`config.mk`:
```
export PLATFORM = sky130hd
export DESIGN_NAME = uart_rx_sampler_flat
export DESIGN_NICKNAME = d
export VERILOG_FILES = /design/src/rtl/uart_pkg.sv /design/src/rtl/uart_rx_sampler_if.sv /design/src/rtl/uart_rx_sampler_sync_chain.sv /design/src/rtl/uart_rx_sampler.sv /design/src/flat_wrapper.sv
export SDC_FILE = /design/constraint.sdc
export NUM_CORES = 1
export LEC_CHECK = 0
export ABC_AREA = 1
export BUFFER_PORTS_ARGS = -buffer_cell sky130_fd_sc_hd__buf_4
export CAP_MARGIN = 10
export CORE_UTILIZATION = 30
export CTS_CLUSTER_DIAMETER = 60
export DETAILED_ROUTE_END_ITERATION = 7
export HOLD_SLACK_MARGIN = 0.15
export PLACE_DENSITY = 0.44
export SLEW_MARGIN = 20
export SYNTH_ARGS = -nofsm -noshare
export SYNTH_HDL_FRONTEND = slang
export SYNTH_HIERARCHICAL = 1
export SYNTH_SLANG_ARGS = --single-unit
```
`constraint.sdc`:
```
create_clock -name clk -period 2.4 [get_ports clk]
set_clock_uncertainty 0.1 [all_clocks]
set_input_delay 0.72 -clock clk [delete_from_list [all_inputs] [get_ports clk]]
set_output_delay 0.72 -clock clk [all_outputs]
set_load 0.05 [all_outputs]
```
`src/rtl/uart_pkg.sv`:
```
// Shared types and constants for the UART receive path.
package uart_pkg;

  localparam int unsigned UART_DATA_BITS = 8;

  typedef enum logic [2:0] {
    IDLE,
    START,
    DATA,
    STOP,
    BREAK
  } rx_state_t;

  // Two-of-three vote used on the mid-bit samples.
  function automatic logic maj3(input logic [2:0] v);
    return (v[0] & v[1]) | (v[0] & v[2]) | (v[1] & v[2]);
  endfunction

endpackage

```
`src/rtl/uart_rx_sampler_if.sv`:
```
// Receive-side handshake between the pin/baud strobe and the Rx FIFO write path.
interface uart_rx_sampler_if;
  import uart_pkg::*;

  logic                      tick;
  logic                      in;
  logic [UART_DATA_BITS-1:0] data;
  logic                      done;
  logic                      err;
  logic                      busy;

  modport master (output tick, in, input data, done, err, busy);
  modport slave  (input tick, in, output data, done, err, busy);

endinterface

```
`src/rtl/uart_rx_sampler_sync_chain.sv`:
```
// Multi-flop synchronizer for an asynchronous single-bit input (rx, cts).
module sync_chain #(
  parameter int unsigned SyncStages = 2,
  parameter logic        RstVal     = 1'b1
) (
  input  logic clk,
  input  logic nReset,
  input  logic d_i,
  output logic q_o
);

  logic [SyncStages-1:0] sync_q;

  always_ff @(posedge clk) begin
    if (!nReset) sync_q <= {SyncStages{RstVal}};
    else         sync_q <= {sync_q[SyncStages-2:0], d_i};
  end

  assign q_o = sync_q[SyncStages-1];

endmodule

```
`src/rtl/uart_rx_sampler.sv`:
```
// Oversampling 8N1 receiver: start detect, 3-sample mid-bit majority vote,
// one-cycle done/err pulse with the received byte.
module uart_rx_sampler
  import uart_pkg::*;
#(
  parameter int unsigned Oversample = 16,
  parameter int unsigned SyncStages = 2
) (
  input logic              clk,
  input logic              nReset,
  uart_rx_sampler_if.slave rx
);

  localparam int unsigned CntW = $clog2(Oversample);
  localparam int unsigned Mid  = Oversample / 2;
  localparam int unsigned BitW = 3;

  logic s;

  sync_chain #(.SyncStages(SyncStages), .RstVal(1'b1)) u_sync (
    .clk   (clk),
    .nReset(nReset),
    .d_i   (rx.in),
    .q_o   (s)
  );

  rx_state_t                 state_q;
  logic [CntW-1:0]           cnt_q;
  logic [BitW-1:0]           bit_q;
  logic [1:0]                samp_q;
  logic [UART_DATA_BITS-1:0] shift_q;
  logic [UART_DATA_BITS-1:0] data_q;
  logic                      done_q;
  logic                      err_q;
  logic                      busy_q;

  // cnt_q holds the index of the last processed tick; idx_c is this tick's index.
  logic [CntW-1:0] idx_c;
  logic            sample_pt_c;
  logic            vote_pt_c;
  logic            last_c;
  logic            maj_c;

  assign idx_c       = (cnt_q == CntW'(Oversample - 1)) ? '0 : cnt_q + CntW'(1);
  assign sample_pt_c = (idx_c >= CntW'(Mid - 1)) && (idx_c <= CntW'(Mid + 1));
  assign vote_pt_c   = (idx_c == CntW'(Mid + 1));
  assign last_c      = (idx_c == CntW'(Oversample - 1));
  // Third sample is the live synchronizer output so the vote lands on tick M+1.
  assign maj_c       = maj3({samp_q, s});

  always_ff @(posedge clk) begin
    if (!nReset) begin
      state_q <= IDLE;
      cnt_q   <= '0;
      bit_q   <= '0;
      samp_q  <= '0;
      shift_q <= '0;
      data_q  <= '0;
      done_q  <= 1'b0;
      err_q   <= 1'b0;
      busy_q  <= 1'b0;
    end else begin
      done_q <= 1'b0;
      err_q  <= 1'b0;
      if (rx.tick) begin
        if (state_q inside {START, DATA, STOP}) begin
          cnt_q <= idx_c;
          if (sample_pt_c) samp_q <= {samp_q[0], s};
        end
        case (state_q)
          IDLE: begin
            if (!s) begin
              state_q <= START;
              cnt_q   <= '0;
              busy_q  <= 1'b1;
            end
          end
          START: begin
            if (vote_pt_c && maj_c) begin
              state_q <= IDLE;
              busy_q  <= 1'b0;
            end else if (last_c) begin
              state_q <= DATA;
              bit_q   <= '0;
            end
          end
          DATA: begin
            if (vote_pt_c) shift_q <= {maj_c, shift_q[UART_DATA_BITS-1:1]};
            if (last_c) begin
              if (bit_q == BitW'(UART_DATA_BITS - 1)) state_q <= STOP;
              else                                     bit_q   <= bit_q + BitW'(1);
            end
          end
          STOP: begin
            if (vote_pt_c) begin
              data_q <= shift_q;
              if (maj_c) begin
                done_q  <= 1'b1;
                busy_q  <= 1'b0;
                state_q <= IDLE;
              end else begin
                err_q   <= 1'b1;
                state_q <= BREAK;
              end
            end
          end
          BREAK: begin
            // Hold off until the line returns high so a break cannot retrigger.
            if (s) begin
              state_q <= IDLE;
              busy_q  <= 1'b0;
            end
          end
          default: state_q <= IDLE;
        endcase
      end
    end
  end

  assign rx.data = data_q;
  assign rx.done = done_q;
  assign rx.err  = err_q;
  assign rx.busy = busy_q;

endmodule

```
`src/flat_wrapper.sv`:
```
// flat-port wrapper written by rule: the top's interface ports become plain ports
module uart_rx_sampler_flat import uart_pkg::*;
#(
  parameter int unsigned Oversample = 16,
  parameter int unsigned SyncStages = 2
)
  (clk, nReset, rx_tick, rx_in, rx_data, rx_done, rx_err, rx_busy);
  uart_rx_sampler_if rx_i ();
  input logic clk;
  input logic nReset;
  input wire logic [$bits(rx_i.tick)-1:0] rx_tick;
  input wire logic [$bits(rx_i.in)-1:0] rx_in;
  output wire logic [$bits(rx_i.data)-1:0] rx_data;
  output wire logic [$bits(rx_i.done)-1:0] rx_done;
  output wire logic [$bits(rx_i.err)-1:0] rx_err;
  output wire logic [$bits(rx_i.busy)-1:0] rx_busy;
  assign rx_i.tick = rx_tick;
  assign rx_i.in = rx_in;
  assign rx_data = rx_i.data;
  assign rx_done = rx_i.done;
  assign rx_err = rx_i.err;
  assign rx_busy = rx_i.busy;
  uart_rx_sampler #(.Oversample(Oversample), .SyncStages(SyncStages)) u_core (.clk(clk), .nReset(nReset), .rx(rx_i));
endmodule
```
## Word-level counts from Yosys, hierarchy flattened

Index checks and enable logic that the tools add are counted.

- Memories kept: 0
- Register bits after elaboration: 33
- Bits of input ports: 4
- Memory bits (writable): 0
- Bits in read-only memories: 0
- Latch bits: 0

- Equality and inequality tests: 19
- Reductions and logical operators: 13
- Multipliers: 0
- Div/mod/pow operators: 0
- Add/sub/neg operators: 2
- Bitwise logic cells: 5
- $lt $le $gt $ge: 2
- Multiplexer cells: 26
- Shift operators: 0

Operator list:

| cell | count |
|---|---|
| $mux 3 | 12 |
| $mux 4 | 4 |
| $pmux 3 s5 | 1 |
| $reduce_and 7->1 | 2 |
| $eq 4x4->1 const B | 3 |
| $ne 2x2->1 const B | 6 |
| $reduce_and 3->1 | 3 |
| $ne 2x1->1 const B | 4 |
| $mux 1 | 7 |
| $eq 3x2->1 const B | 2 |
| $eq 3x3->1 const B | 2 |
| $pmux 3 s2 | 1 |
| $reduce_and 6->1 | 1 |
| $add 4x1->4 const B | 1 |
| $ge 4x3->1 const B | 1 |
| $le 4x4->1 const B | 1 |
| $pmux 1 s4 | 1 |
| $reduce_and 4->1 | 1 |
| $reduce_bool 4->1 | 1 |
| $add 3x1->3 const B | 1 |
| $and 1x1->1 | 3 |
| $eq 3x1->1 const B | 1 |
| $logic_not 3->1 | 1 |
| $ne 3x2->1 const B | 1 |
| 4 further kinds | 6 |

## Logic depth before layout (Yosys ltp)

- Depth in word-level cells: 6
- Depth in mapped cells: 12
- Gate-level depth less buffers: 12

## Hierarchy

The synthesis kept the hierarchy.

Modules (own cells, without submodules):

| module | area an instance (µm²) | instances | cells an instance |
|---|---|---|---|
| uart_rx_sampler | 1483.9 | 1 | 210 |
| sync_chain | 55.1 | 1 | 6 |

## Worst setup path before layout

Ideal clock, no wire load.

- Path kind: register -> register
- From: register u_core.cnt_q[0]
- To: register u_core.data_q[0], in the netlist u_core/rx.data[0]
- Path buffers: 0
- Data required time: 2184 ps
- Stages on the path, launching flop included: 10
- Clock period less this slack: 1705 ps
- Arrival: 1489 ps
- Path slack: 695 ps
- Cells stage by stage: dfxtp_1 ha_1 nor2_1 nor2_4 nor2_4 nand3_4 nor3_4 inv_4 nor2_1 nor2_1

- Word-level cells in the longest chain between the ends: 4
- Elaborated cells on any way between the ends: 5
- Classes of those cells: add/sub: 1; eq/ne: 2; mux: 1; reduce/logical: 1

Ends and longest elaborated chain:

| item | line | text |
|---|---|---|
| from (decl) | uart_rx_sampler.sv:28 | `logic [CntW-1:0] cnt_q;` |
| from (signal assigned) | uart_rx_sampler.sv:67 | `cnt_q <= idx_c;` |
| $add 4x1->4 or $eq 4x4->1 (tied branches) | uart_rx_sampler.sv:44 | `assign idx_c = (cnt_q == CntW'(Oversample - 1)) ? '0 : cnt_q + CntW'(1);` |
| $mux 4 (*) | uart_rx_sampler.sv:44 |  |
| $eq 4x4->1 (*) | uart_rx_sampler.sv:46 | `assign vote_pt_c = (idx_c == CntW'(Mid + 1));` |
| $reduce_and 3->1 (no line) (*) | n/a |  |
| to (signal assigned) | uart_rx_sampler.sv:96 | `data_q <= shift_q;` |
| to (decl) | uart_rx_sampler.sv:32 | `logic [UART_DATA_BITS-1:0] data_q;` |

Every way passes the cells marked *; elsewhere a longest branch is shown, timed or not.
A chain may end at the register's enable or synchronous reset.

## Worst setup path after layout

- From: register u_core.cnt_q[1]
- To: register u_core.data_q[6], in the netlist u_core/rx.data[6]

The elaborated chain is that of the path after synthesis.

==> results.md <==
Place:
- The congestion estimate from routability-driven global placement came to 0.784.
- The area of placed instances is 1730 µm².
- The placement-stage worst setup slack is 0.372 ns.
- The number of buffers inserted by port buffering is 14.
- The wire-length estimate of the detail-placed layout is 2.39 mm.
- The post-placement cell count is between 200 and 300.

Cells and area:
- The number of antenna cells inserted is 0.
- Cells with a size suffix above 1 make up 15.2% of the layout.
- Counting the fill cells in the layout gives 544.
- The flip-flop and latch area is between 600 and 700 µm².
- The synthesis-to-layout area growth is 20.2%.
- The post-route standard cell area excluding fillers is between 1500 and 2000 µm².
- In the final layout, the multi-input gates occupy 768 µm².
- For this run, the post-layout net count is 245.
- For this run, the share of the core covered by cells in the final layout is 38.4%.
- Leaving out filler cells and counting taps, the final layout contains 304.

STA:
- Across all hold checks on the routed design, the worst slack comes to 0.314 ns.
- The setup slack of the critical path after layout is 0.404 ns.
- The worst relative slew slack is 65.6%.
- The count of pins over their slew limit is 0.
- Setup repair after global routing left no endpoint under its margin.
- Based on the critical path, the design can be clocked at up to ~0.5 GHz.
- Setup violations remaining at the end of the flow were counted as 0.
- The final-layout setup total negative slack is 0 ns.
- Subtracting the final worst setup slack from the clock period gives ~2 ns.
- In the finished design, the share of the clock period the worst path needs comes to 83.2%.
- The number of endpoints with negative hold slack in the final report is 0.
- For the pin with the worst max-slew slack, the measured transition is 0.514 ns.

Pwr:
- The internal power summed over all cells is 1.12 mW.
- The share of total power dissipated in the clock network is 31.4%.
- Overall power consumption after layout is estimated at 1.77 mW.
- In this run the power spent charging and discharging nets is 0.650 mW.
- The leakage component of the power is 0.884 nW.
- The relative contribution of sequential cells to total power is 37.5%.
- Net switching is 36.7% of the power.
- In this run the power density over the cells is 958 nW/µm².
- VDD sags by at most about 0.0003 V.
- In this run, the combinational gates consume 31.1% of the power.

Routing:
- For this run, the detailed router's first-pass iteration total came to 6.
- The routed length per placed instance is about 11 µm.
- In the routed design, unresolved DRC markers number 0.
- The total number of vias is 1363.
- The number of nets with antenna violations after detailed routing is 0.
- The wire length reported by the detailed router is around 3.4 mm.
- After detailed routing, the number of vias per cell comes to 4.48.
- The number of violations reported at the end of detailed-routing iteration 0 is 45.

Floorplanning:
- The floorplan die area is 5420 µm².
- The height of the die is 73.6 µm.
- The site row count is 25.
- For this configuration, the core starts out at a cell density of a little under a third.
- After floorplanning, the core was sized to cover roughly 4800 µm².
- In this run the count of I/O pins placed on the die edge is 15.
- The width of the die is 73.6 µm.

Logic synthesis:
- In this run, synthesis produced a sequential element count of 33.
- After synthesis, flip-flops and latches occupy between 40 and 50% of the total area.
- The post-synthesis cell type count is 25.
- The post-synthesis net count is 225.
- The area of the mapped netlist is approximately 1500 µm².
- Dividing the synthesized area by the synthesized cell count gives 7.12 µm².
- Synthesis handed over a netlist of 216 instances.
- For this run, the number of Yosys warnings is 6.

Global routing:
- The first global-routing pass estimated around 6 mm of wire.
- The overall overflow remaining after global route is 0.
- The number of antenna violations at the first check in global routing was 0.
- Entering global routing, the biggest net connects 21 pins.
- The number of global-route vias before repair was 1343.
- The combined global-route utilization of all metal layers is around 15%.

Setup path:
- The critical path launch point is u_core/cnt_q[1]$_SDFFE_PN0P_.
- The critical path arrival is 2.09 ns.
- STA classifies the critical path endpoint as a flop.
- The critical path is of the flop to flop type.
- STA classifies the critical path startpoint as a flop.
- The highest fanout seen on the critical path is 10.
- In this run the critical register-to-register path is launched from u_core/cnt_q[1]$_SDFFE_PN0P_.
- The required time reported for the critical path endpoint is 2.49 ns.

Clock network:
- After clock tree synthesis, the setup repair step added 0 buffers.
- The clock sink count is 33.
- Post-CTS repair changed the size of 0 cells.
- In this run the deepest clock path goes through 2 buffers.
- The TritonCTS clock tree is built.
- Buffers inserted to repair hold after CTS numbered 0.
- The clock insertion delay at the later pin of the skew report is 0.29 ns.
- Counting the buffers created by CTS gives 5.
- After clock tree synthesis, the clock-pin slew on the worst setup and hold paths is 0.07 ns.
- The root buffer cell is sky130_fd_sc_hd__clkbuf_8.
- The H-tree level count is 2.

Worst hold path:
- The min-delay analysis places its worst path in the category flop to flop.
- The startpoint identified for the worst hold timing path is u_core/u_sync/sync_q[0]$_SDFF_PN1_.

Outcome:
- The run finished with clean final reports.

Flow run:
- The max-cap violation count is 0.
-- cell usage in the layout (no fill, tap or decap), drive strengths merged --
cell type and count:
bufinv 1, clkinvlp 1, nor3 3, nand3 11, o21ai 13, o31ai 1, a21boi 1, nand4 3
dfxtp 33, a211oi 1, ha 5, inv 25, clkbuf 6, and3 1, buf 16, nand2 56
nor2 42, a21oi 18
-- routing by layer --
metal	global-route usage [%]	vias to the layer above	wire length, µm
li1	-	725	-
met1	18.1	605	1660
met2	24.0	23	1490
met3	3.43	10	108
met4	8.97	0	106
met5	0	-	0
-- path summary, 6_finish.rpt --
check                                        to  slack, ns  cells past startpoint
max              u_core/rx.data[6]$_SDFFE_PN0P_       0.40                     10
min          u_core/u_sync/sync_q[1]$_SDFF_PN1_       0.31                      2
max reg2reg      u_core/rx.data[6]$_SDFFE_PN0P_       0.40                     10
min reg2reg  u_core/u_sync/sync_q[1]$_SDFF_PN1_       0.31                      2
-- synthesized netlist by cell type (all sizes together) --
library cell,number,share of area (%)
ha,5,4.1
clkbuf,1,0.24
inv,25,6.3
nand3,11,4.7
nor2,42,11
nand2,56,14
nand4,3,1.2
dfxtp,33,43
nor3,3,2.8
buf,2,0.65
a21oi,18,5.9
and3,1,0.41
o31ai,1,0.49
a21boi,1,0.49
o21ai,13,4.2
a211oi,1,0.49
-- flip-flops by register name, summed over array words and instances, names as in the netlist --
signal                flops
u_core/rx.done            1
u_core/state_q            3
u_core/samp_q             2
u_core/rx.busy            1
u_core/u_sync/sync_q      2
u_core/shift_q            8
u_core/cnt_q              4
u_core/rx.data            8
u_core/bit_q              3
u_core/rx.err             1
-- power groups by stage --
stage	logic, mW	registers [mW]	clock network, mW
6_report	0.550	0.664	0.557
2_1_floorplan	0.414	0.695	0
4_1_cts	0.553	0.664	0.581
3_5_place_dp	0.551	0.677	0
3_3_place_gp	0.566	0.677	0
5_1_grt	0.637	0.676	0.599
-- cells by family (layout without fill, tap and decap cells) --
family                     after synthesis  count (layout)  share of synthesized area (%)
buffers and inverters                   28              49                           7.15
AOI/OAI and AO/OA                       34              34                           11.5
adders and majority gates                5               5                           4.07
DFF                                     33              33                           42.9
and+or+nand+nor                        116             116                           34.3
-- critical path, cell delays in order, from the launching register on --
cell	delay [ns]
sky130_fd_sc_hd__dfxtp_1	0.42
sky130_fd_sc_hd__ha_1	0.22
sky130_fd_sc_hd__nand2_2	0.07
sky130_fd_sc_hd__inv_2	0.09
sky130_fd_sc_hd__nor2_4	0.04
sky130_fd_sc_hd__nor2_4	0.11
sky130_fd_sc_hd__nand3_4	0.11
sky130_fd_sc_hd__nor3_4	0.42
sky130_fd_sc_hd__inv_4	0.13
sky130_fd_sc_hd__nor2_1	0.12
sky130_fd_sc_hd__nor2_1	0.05
-- final cells by class --
class / instances / area share [%]
clock buffer: 6 / 4.47
clock inverter: 2 / 2.03
tap: 67 / 4.53
inverter: 25 / 5.21
multi-input combinational: 155 / 41.5
sequential: 33 / 35.7
timing repair buffer: 16 / 6.50
Power figures use the tool's default switching activity.
